## src/rtl/led_seq_pkg.sv

```systemverilog
// Shared types and defaults for the LED pattern sequencer.
package led_seq_pkg;

    localparam int LED_WIDTH = 3;   // default pattern width
    localparam int LED_DIV_W = 24;  // default step-period field width
    localparam int WRAP_W    = 8;   // wrap/reversal counter width

    typedef enum logic [1:0] {
        IDLE,
        LOAD,
        RUN,
        HOLD
    } state_e;

endpackage

```

## src/rtl/led_pattern_sequencer_if.sv

```systemverilog
// Control/status bundle between the board logic (master) and the
// LED pattern sequencer (slave).
interface led_pattern_sequencer_if
    import led_seq_pkg::*;
#(
    parameter int WIDTH = LED_WIDTH,
    parameter int DIV_W = LED_DIV_W
);
    logic              start_i;
    logic              stop_i;
    logic [WIDTH-1:0]  first_value_i;
    logic [DIV_W-1:0]  div_i;
    logic              dir_i;
    logic              mode_i;
    logic [WIDTH-1:0]  led_o;
    logic              step_o;
    logic              busy_o;
    logic [WRAP_W-1:0] wrap_cnt_o;

    modport master (
        output start_i, stop_i, first_value_i, div_i, dir_i, mode_i,
        input  led_o, step_o, busy_o, wrap_cnt_o
    );

    modport slave (
        input  start_i, stop_i, first_value_i, div_i, dir_i, mode_i,
        output led_o, step_o, busy_o, wrap_cnt_o
    );
endinterface

```

## src/rtl/led_seq_prescaler.sv

```systemverilog
// Step-period prescaler: counts 0..div-1 while enabled and raises tick
// on the last count. Clear has priority and holds the count at zero.
module led_seq_prescaler #(
    parameter int DIV_W = 24
) (
    input  logic             clk_in1,
    input  logic             ext_reset_in_n,
    input  logic             clr_i,
    input  logic             en_i,
    input  logic [DIV_W-1:0] div_i,   // must be >= 1
    output logic             tick_o
);
    logic [DIV_W-1:0] cnt_q, cnt_d;

    // Next count and terminal-count tick.
    always_comb begin
        // NOTE: every combinational output gets a default first so no path leaves it unassigned (no latch).
        cnt_d  = cnt_q;
        tick_o = en_i && (cnt_q == div_i - DIV_W'(1));
        if (clr_i || tick_o) begin
            cnt_d = '0;
        end else if (en_i) begin
            cnt_d = cnt_q + DIV_W'(1);
        end
    end

    // Count register.
    always_ff @(posedge clk_in1 or negedge ext_reset_in_n) begin
        if (!ext_reset_in_n) begin
            cnt_q <= '0;
        end else begin
            // NOTE: state registers use non-blocking assignment so every flop samples pre-edge values.
            cnt_q <= cnt_d;
        end
    end
endmodule

```

## src/rtl/led_pattern_sequencer.sv

```systemverilog
// LED pattern sequencer: loads a seed, then rotates it one position every
// div cycles, with start / pause / resume / stop control.
// Optional bounce mode (logical shift that reverses at the ends) is built
// only when the macro LED_SEQ_BOUNCE_EN is defined.
module led_pattern_sequencer
    import led_seq_pkg::*;
#(
    parameter int WIDTH = LED_WIDTH,
    parameter int DIV_W = LED_DIV_W
) (
    input logic                    clk_in1,
    input logic                    ext_reset_in_n,
    led_pattern_sequencer_if.slave bus
);
    localparam int             SC_W    = $clog2(WIDTH);
    localparam logic [SC_W-1:0] SC_LAST = SC_W'(WIDTH - 1);

    state_e             state_q, state_d;
    logic [WIDTH-1:0]   led_q, led_d;
    logic [DIV_W-1:0]   div_q, div_d;
    logic               dir_q, dir_d;
    logic [WRAP_W-1:0]  wrap_q, wrap_d;
    logic [SC_W-1:0]    sc_q, sc_d;      // rotate step counter, 0..WIDTH-1
    logic               step_q, step_d;
`ifdef LED_SEQ_BOUNCE_EN
    logic               mode_q, mode_d;
`else
    logic               unused_mode;
    assign unused_mode = bus.mode_i;
`endif

    logic               presc_clr, presc_en, tick;
    logic [WIDTH-1:0]   rot_led;
    logic [SC_W-1:0]    rot_sc;
    logic [WRAP_W-1:0]  rot_wrap;

    led_seq_prescaler #(.DIV_W(DIV_W)) u_prescaler (
        .clk_in1        (clk_in1),
        .ext_reset_in_n (ext_reset_in_n),
        .clr_i          (presc_clr),
        .en_i           (presc_en),
        .div_i          (div_q),
        .tick_o         (tick)
    );

    // Rotate step candidate and its wrap bookkeeping.
    always_comb begin
        rot_led  = dir_q ? {led_q[0], led_q[WIDTH-1:1]} : {led_q[WIDTH-2:0], led_q[WIDTH-1]};
        rot_sc   = (sc_q == SC_LAST) ? '0 : sc_q + SC_W'(1);
        rot_wrap = (sc_q == SC_LAST) ? wrap_q + WRAP_W'(1) : wrap_q;
    end

    // Control FSM and pattern datapath next state.
    always_comb begin
        state_d   = state_q;
        led_d     = led_q;
        div_d     = div_q;
        dir_d     = dir_q;
        wrap_d    = wrap_q;
        sc_d      = sc_q;
        step_d    = 1'b0;
        presc_clr = 1'b0;
        presc_en  = 1'b0;
`ifdef LED_SEQ_BOUNCE_EN
        mode_d    = mode_q;
`endif
        unique case (state_q)
            IDLE: begin
                presc_clr = 1'b1;
                // Seed and configuration are captured on the edge into LOAD
                // so the seed is already on led_o during the LOAD cycle.
                if (bus.start_i && !bus.stop_i) begin
                    state_d = LOAD;
                    led_d   = (bus.first_value_i == '0) ? WIDTH'(1) : bus.first_value_i;
                    div_d   = (bus.div_i == '0) ? DIV_W'(1) : bus.div_i;
                    dir_d   = bus.dir_i;
                    wrap_d  = '0;
                    sc_d    = '0;
`ifdef LED_SEQ_BOUNCE_EN
                    mode_d  = bus.mode_i;
`endif
                end
            end
            LOAD: begin
                presc_clr = 1'b1;
                state_d   = bus.stop_i ? HOLD : RUN;
            end
            RUN: begin
                presc_en = 1'b1;
                // A tick in the same cycle as stop still completes its step.
                if (tick) begin
                    step_d = 1'b1;
                    led_d  = rot_led;
                    sc_d   = rot_sc;
                    wrap_d = rot_wrap;
`ifdef LED_SEQ_BOUNCE_EN
                    if (mode_q) begin
                        sc_d   = sc_q;
                        wrap_d = wrap_q;
                        if (led_q[WIDTH-1] && led_q[0]) begin
                            led_d = led_q;
                        end else if (!dir_q && led_q[WIDTH-1]) begin
                            led_d  = {1'b0, led_q[WIDTH-1:1]};
                            dir_d  = 1'b1;
                            wrap_d = wrap_q + WRAP_W'(1);
                        end else if (!dir_q) begin
                            led_d = {led_q[WIDTH-2:0], 1'b0};
                        end else if (led_q[0]) begin
                            led_d  = {led_q[WIDTH-2:0], 1'b0};
                            dir_d  = 1'b0;
                            wrap_d = wrap_q + WRAP_W'(1);
                        end else begin
                            led_d = {1'b0, led_q[WIDTH-1:1]};
                        end
                    end
`endif
                end
                if (bus.stop_i) begin
                    state_d = HOLD;
                end
            end
            HOLD: begin
                if (bus.stop_i) begin
                    state_d = IDLE;
                    led_d   = '0;
                end else if (bus.start_i) begin
                    state_d = RUN;
                end
            end
            default: state_d = IDLE;
        endcase
    end

    // State, pattern and status registers.
    always_ff @(posedge clk_in1 or negedge ext_reset_in_n) begin
        if (!ext_reset_in_n) begin
            state_q <= IDLE;
            led_q   <= '0;
            div_q   <= DIV_W'(1);
            dir_q   <= 1'b0;
            wrap_q  <= '0;
            sc_q    <= '0;
            step_q  <= 1'b0;
`ifdef LED_SEQ_BOUNCE_EN
            mode_q  <= 1'b0;
`endif
        end else begin
            state_q <= state_d;
            led_q   <= led_d;
            div_q   <= div_d;
            dir_q   <= dir_d;
            wrap_q  <= wrap_d;
            sc_q    <= sc_d;
            step_q  <= step_d;
`ifdef LED_SEQ_BOUNCE_EN
            mode_q  <= mode_d;
`endif
        end
    end

    assign bus.led_o      = led_q;
    assign bus.step_o     = step_q;
    assign bus.busy_o     = (state_q != IDLE);
    assign bus.wrap_cnt_o = wrap_q;
endmodule

```

## src/flat_wrapper.sv

```systemverilog
// flat-port wrapper written by rule: the top's interface ports become plain ports
module led_pattern_sequencer_flat import led_seq_pkg::*;
#(
    parameter int WIDTH = LED_WIDTH,
    parameter int DIV_W = LED_DIV_W
)
  (clk_in1, ext_reset_in_n, bus_start_i, bus_stop_i, bus_first_value_i, bus_div_i, bus_dir_i, bus_mode_i, bus_led_o, bus_step_o, bus_busy_o, bus_wrap_cnt_o);
  led_pattern_sequencer_if #(.WIDTH(WIDTH), .DIV_W(DIV_W)) bus_i ();
  input logic clk_in1;
  input logic ext_reset_in_n;
  input wire logic [$bits(bus_i.start_i)-1:0] bus_start_i;
  input wire logic [$bits(bus_i.stop_i)-1:0] bus_stop_i;
  input wire logic [$bits(bus_i.first_value_i)-1:0] bus_first_value_i;
  input wire logic [$bits(bus_i.div_i)-1:0] bus_div_i;
  input wire logic [$bits(bus_i.dir_i)-1:0] bus_dir_i;
  input wire logic [$bits(bus_i.mode_i)-1:0] bus_mode_i;
  output wire logic [$bits(bus_i.led_o)-1:0] bus_led_o;
  output wire logic [$bits(bus_i.step_o)-1:0] bus_step_o;
  output wire logic [$bits(bus_i.busy_o)-1:0] bus_busy_o;
  output wire logic [$bits(bus_i.wrap_cnt_o)-1:0] bus_wrap_cnt_o;
  assign bus_i.start_i = bus_start_i;
  assign bus_i.stop_i = bus_stop_i;
  assign bus_i.first_value_i = bus_first_value_i;
  assign bus_i.div_i = bus_div_i;
  assign bus_i.dir_i = bus_dir_i;
  assign bus_i.mode_i = bus_mode_i;
  assign bus_led_o = bus_i.led_o;
  assign bus_step_o = bus_i.step_o;
  assign bus_busy_o = bus_i.busy_o;
  assign bus_wrap_cnt_o = bus_i.wrap_cnt_o;
  led_pattern_sequencer #(.WIDTH(WIDTH), .DIV_W(DIV_W)) u_core (.clk_in1(clk_in1), .ext_reset_in_n(ext_reset_in_n), .bus(bus_i));
endmodule
```

## config.mk

```make
export PLATFORM = sky130hd
export DESIGN_NAME = led_pattern_sequencer_flat
export DESIGN_NICKNAME = d
export VERILOG_FILES = /design/src/rtl/led_seq_pkg.sv /design/src/rtl/led_pattern_sequencer_if.sv /design/src/rtl/led_seq_prescaler.sv /design/src/rtl/led_pattern_sequencer.sv /design/src/flat_wrapper.sv
export SDC_FILE = /design/constraint.sdc
export NUM_CORES = 1
export LEC_CHECK = 0
export BUFFER_PORTS_ARGS = -buffer_cell sky130_fd_sc_hd__buf_4
export CORE_ASPECT_RATIO = 0.7
export CORE_MARGIN = 2
export CORE_UTILIZATION = 40
export DETAILED_ROUTE_END_ITERATION = 10
export PLACE_DENSITY_LB_ADDON = 0.3
export SYNTH_ARGS = -nofsm -noshare
export SYNTH_HDL_FRONTEND = slang
export SYNTH_HIERARCHICAL = 1
export SYNTH_SLANG_ARGS = --single-unit
```

## constraint.sdc

```tcl
create_clock -name clk_in1 -period 5.3 [get_ports clk_in1]
set_input_delay 0.53 -clock clk_in1 [delete_from_list [all_inputs] [get_ports clk_in1]]
set_output_delay 0.53 -clock clk_in1 [all_outputs]
set_load 0.01 [all_outputs]
```

# ---- Yosys cells after proc, flatten, opt, wreduce, memory -nomap -nowiden
# Index checks and enable logic that the tools add are counted.
dict set report word_totals {
  ff_bits 65
}
dict set report op_classes {
  addsub 4
  mux 27
  n_eq_ne 11
  reduce_logical 17
}
# operator count
set op_table {}
lappend op_table {{$mux 24} 3}
lappend op_table {{$add 24x1->24 const B} 1}
lappend op_table {{$eq 24x24->1} 1}
lappend op_table {{$logic_not 24->1} 1}
lappend op_table {{$mux 8} 3}
lappend op_table {{$sub 24x1->24 const B} 1}
lappend op_table {{$pmux 8 s2} 1}
lappend op_table {{$mux 3} 5}
lappend op_table {{$mux 2} 7}
lappend op_table {{$pmux 3 s3} 1}
lappend op_table {{$add 8x1->8 const B} 1}
lappend op_table {{$pmux 2 s4} 1}
lappend op_table {{$reduce_and 4->1} 2}
lappend op_table {{$eq 2x2->1 const B} 3}
lappend op_table {{$ne 2x1->1 const B} 3}
lappend op_table {{$reduce_and 3->1} 2}
lappend op_table {{$reduce_bool 2->1} 3}
lappend op_table {{$mux 1} 5}
lappend op_table {{$ne 2x2->1 const B} 2}
lappend op_table {{$pmux 2 s2} 1}
lappend op_table {{$logic_not 3->1} 1}
lappend op_table {{$ne 3x3->1 const B} 1}
lappend op_table {{$reduce_bool 3->1} 1}
lappend op_table {{$add 2x1->2 const B} 1}
lappend op_table {{other kinds (7)} 8}

# ---- Depth between registers and ports, before layout
dict set report logic_depth {
  word_depth 5
  mapped_depth 14
}

# ---- Cells and area by module
# Netlist, hierarchy kept.
# mod area_each_um2 cells_per_inst n_inst seq_area_each_um2
set modules_own_cells {}
lappend modules_own_cells {led_seq_prescaler 2182.1 256 1 600.6}
lappend modules_own_cells {led_pattern_sequencer 1840.5 203 1 1027.2}

# ---- Worst setup path before layout
# OpenSTA, ideal clock, no wires.
dict set report synth_path {
  kind {reg-to-reg}
  start {register u_core.div_q[1]}
  end {register u_core.wrap_q[3] (netlist: u_core/bus.wrap_cnt_o[3])}
  stages_incl_launch_ff 15
  slack_ns 1.323
  setup_ns 0.066
  synth_period_minus_slack_ns 3.977
  required_ns 5.234
  arrival_ns 3.911
  path_cell_list {dfrtp_1 -> inv_1 -> ha_1 -> or3b_2 -> or4_4 -> a2111oi_0 -> o2111ai_1 -> nor4_4 -> buf_6 -> and2_1 -> nand4b_1 -> a21o_1 -> buf_6 -> or4_1 -> nand2_1}
}
dict set report synth_between {
  elab_chain_len 5
}
# element line
set synth_lines {}
lappend synth_lines {{from (decl)} led_pattern_sequencer.sv:20} ;# logic [DIV_W-1:0] div_q, div_d;
lappend synth_lines {{from (signal assigned)} led_pattern_sequencer.sv:150} ;# div_q <= div_d;
lappend synth_lines {{$sub 24x1->24} led_seq_prescaler.sv:19} ;# tick_o = en_i && (cnt_q == div_i - DIV_W'(1));
lappend synth_lines {{$eq 24x24->1} led_seq_prescaler.sv:19}
lappend synth_lines {{$logic_and 1x1->1} led_seq_prescaler.sv:19}
lappend synth_lines {{net u_core.tick} led_pattern_sequencer.sv:32} ;# logic presc_clr, presc_en, tick;
lappend synth_lines {{$ne 2x1->1 (no source line)} n/a}
lappend synth_lines {{$reduce_and 4->1 (no source line)} n/a}
lappend synth_lines {{to (signal assigned)} led_pattern_sequencer.sv:152} ;# wrap_q <= wrap_d;
lappend synth_lines {{to (decl)} led_pattern_sequencer.sv:22} ;# logic [WRAP_W-1:0] wrap_q, wrap_d;
# The timed path passes the listed nets, and every way through them passes these cells.
# A chain may end at the register's enable or synchronous reset.

# ---- Worst setup path in the final report
dict set report layout_path {
  start {register u_core.div_q[2]}
  end {register u_core.wrap_q[5] (netlist: u_core/bus.wrap_cnt_o[5])}
}
# The elaborated chain is that of the path after synthesis.

==> qor.yml <==
cpMostUsedCell: "or4_1"
cp-startpoint: "u_core/div_q[2]"
antenna_found_initial: 0
synth-edff-count: 0
r2r_slack_ps: 1010
ctsHtreeMaxLevel: 3
path_class: "reg -> reg"
crit_chain: "nor4_1 > nand4_1 > or4_1 > a211o_1 > a22oi_1 > and2_1 > nand4b_1 > a21o_1 > or4_1 > a21oi_1"
synthArstFlopShare_pct: 100
ys_warn_count: 6
ctsHoldBuffers: 0
wl_per_cell_um: 15.3
critPathLaunchType: "flop"
hold_class: "in -> async"
grt_usage_pct: 19.6
slew_viol_final: 0
grt_pass1_vias: 3354
grt_remaining_overflow: 0
setup-violations-final: 0
min_period_ps: 4290
cts_root_buf: "clkbuf_16"
grt_max_degree: 66
syn-num-nets: 495
synth.avg_cell_area_um2: 8.76
r2r_start: "u_core/div_q[2]"
synth_ff_type: "dfrtp_1"
critPathTopFamily: "simple AND/OR/NAND/NOR gates"
die-width_um: 124
clock_skew_ps: 6.31
hold_viol_final: 0
maxCapViolCount: 0
cp_data_arrival_time_ps: 4550
cts_max_path_buffers: 2
start_util_pct: 41.4
cpMaxStageDelayCell: "nor4_1"
dp.cells: 610
cp_max_fo: 13
cp-endpoint: "u_core/bus.wrap_cnt_o[5]"
initialDrtViolationCount: 310
ff2ff_path_depth: 10
ys_seq_elements: 65
final_common_cell: "nand2_1"
max-slew-margin-rel_pct: 39.2
core_um2: 9720
finalWirelength_um: 9600
status: "finished, final reports clean"
required_ps: 5560
worst_slew_pin_slew_ps: 912
cts.clk_slew.worst_paths_ps: 50
rsz0062_at_grt: "no"
synth_cells: 459
max_clock_freq_mhz: 233
period_share_pct: 81.0
finalHoldWorstSlack_ps: 287
leakage_nw: 1.93
fp.dieH_um: 87.9
layout.cells.most_common_list: "nand2_1 (92), dfrtp_1 (64), buf_4 (47)"
nets: 529
netlist_area_um2: 4020
clk_latency_ps: 330
first_pass_iters: 6
ant_nets: 0
gp_congestion: 0.878
drcViolationCount: 0
antenna_cells: 0
ios: 46
rows: 30
cts_tree: "done"
ys_types: 58
powerDensity_nw_per_um2: 479
layout-drive-gt1-share_pct: 14.5
end_kind: "flop"
dp_hpwl_um: 6780
portBuffers: 44
vias: 3552
cts_buffers: 9
vdd.ir_drop.worst_v: 0.000363
cts.sinks: 65
cp.buffers_inverters: 0
r2r_end: "u_core/bus.wrap_cnt_o[5]"
ctsResizeCount: 0
post_cts_buffers: 0
die_area_um2: 10900
viasPerCell: 5.67
grt_first_pass_wirelength_um: 16500
area_growth_syn_to_layout_pct: 16.8
ys_seq_area_share_pct: 40.5
max_stage_delay_ps: 650
cp_num_cells: 10
stdcell_count: 626
tns_ps: 0
[Yosys cell counts (2+ instances only)]
| cell | number | area, um^2 |
|---|---|---|
| a211oi_1 | 25 | 188 |
| xor2_1 | 12 | 105 |
| ha_1 | 3 | 37.5 |
| o211ai_1 | 6 | 45.0 |
| nor3b_1 | 2 | 15.0 |
| and3b_1 | 2 | 17.5 |
| nor4_1 | 17 | 106 |
| xnor2_1 | 37 | 324 |
| nand4_1 | 9 | 56.3 |
| and3_1 | 5 | 31.3 |
| o31ai_1 | 7 | 52.6 |
| nor2_1 | 23 | 86.3 |
| o41ai_1 | 2 | 17.5 |
| a311oi_1 | 2 | 17.5 |
| or3_1 | 4 | 25.0 |
| buf_6 | 2 | 22.5 |
| mux2i_1 | 6 | 60.1 |
| a31oi_1 | 2 | 12.5 |
| dfrtp_1 | 64 | 1600 |
| o21a_1 | 3 | 22.5 |
| clkbuf_1 | 17 | 63.8 |
| a31o_2 | 2 | 17.5 |
| a21oi_1 | 10 | 50.1 |
| nor3_1 | 11 | 55.1 |
| o22ai_1 | 3 | 18.8 |
| nor2b_1 | 2 | 12.5 |
| buf_2 | 3 | 15.0 |
| and4_1 | 3 | 26.3 |
| nand3_1 | 12 | 60.1 |
| o21ai_0 | 6 | 30.0 |
| nand2_1 | 92 | 345 |
| o2bb2ai_1 | 2 | 17.5 |
| o311ai_0 | 3 | 26.3 |
| mux2_2 | 3 | 33.8 |
| a2111oi_0 | 2 | 17.5 |
| inv_1 | 17 | 63.8 |
| o211a_1 | 2 | 20.0 |
| or4_1 | 14 | 105 |
| or2_2 | 3 | 18.8 |
[metrics by stage]
| stage | utilization (%) | setup slack, ps | cell area [um^2] | total power (W) |
|---|---|---|---|---|
| after floorplan | - | 1320 | 4020 | 0.00144 |
| after global placement | 45.5 | 1150 | 4430 | 0.00167 |
| after detailed placement | 45.5 | 1080 | 4430 | 0.00171 |
| after CTS | 48.3 | 1050 | 4700 | 0.00226 |
| after global routing | 48.3 | 704 | 4700 | 0.00243 |
| final | 48.3 | 1010 | 4700 | 0.00225 |
[layer usage]
layer	track usage (%)	wire length (um)	up-vias
li1	-	-	1729
met1	29.2	4990	1726
met2	27.5	3990	85
met3	5.27	501	12
met4	6.20	127	0
met5	0	0	-
[kinds of logic after synthesis]
kind of cell    synth area share [%]
simple gates                    26.4
compound gates                  14.8
flops                           40.5
xor+xnor                        10.7
buf+inv                         4.39
mux                             2.33
fa+ha+maj                      0.933
[cell type report]
type	instances	area, um^2
inverters	17	63.8
clock buffers	16	272
multi-input cells	353	2220
repair buffers	47	353
fillers	909	5020
flip-flops and latches	65	1630
well taps	128	160
[sequential cells by signal, summed over array words and instances, names as in the netlist]
| signal | flops |
|---|---|
| u_core/div_q | 24 |
| u_core/u_prescaler/cnt_q | 24 |
| u_core/bus.wrap_cnt_o | 8 |
| u_core/bus.led_o | 3 |
| u_core/sc_q | 2 |
| u_core/state_q | 2 |
| u_core/bus.step_o | 1 |
| u_core/dir_q | 1 |
[report_power, final]
group / internal, W / switching, W
logic: 0.000368 / 0.000449
clock network: 0.000342 / 0.000198
registers: 0.000649 / 0.000247
total: 0.00136 / 0.000893
[worst min path at each step]
stage	startpoint	endpoint	slack, ps	cells past startpoint
3_3_place_gp	u_core/sc_q[1]	u_core/sc_q[0]	480	1
2_1_floorplan	ext_reset_in_n	u_core/bus.led_o[0]	230	0
6_report	ext_reset_in_n	u_core/bus.wrap_cnt_o[5]	290	1
5_1_grt	ext_reset_in_n	u_core/bus.wrap_cnt_o[5]	360	1
4_1_cts	ext_reset_in_n	u_core/bus.wrap_cnt_o[6]	330	1
3_5_place_dp	u_core/sc_q[0]	u_core/sc_q[0]	500	1
Note: power is estimated with default switching activity, not from simulation.
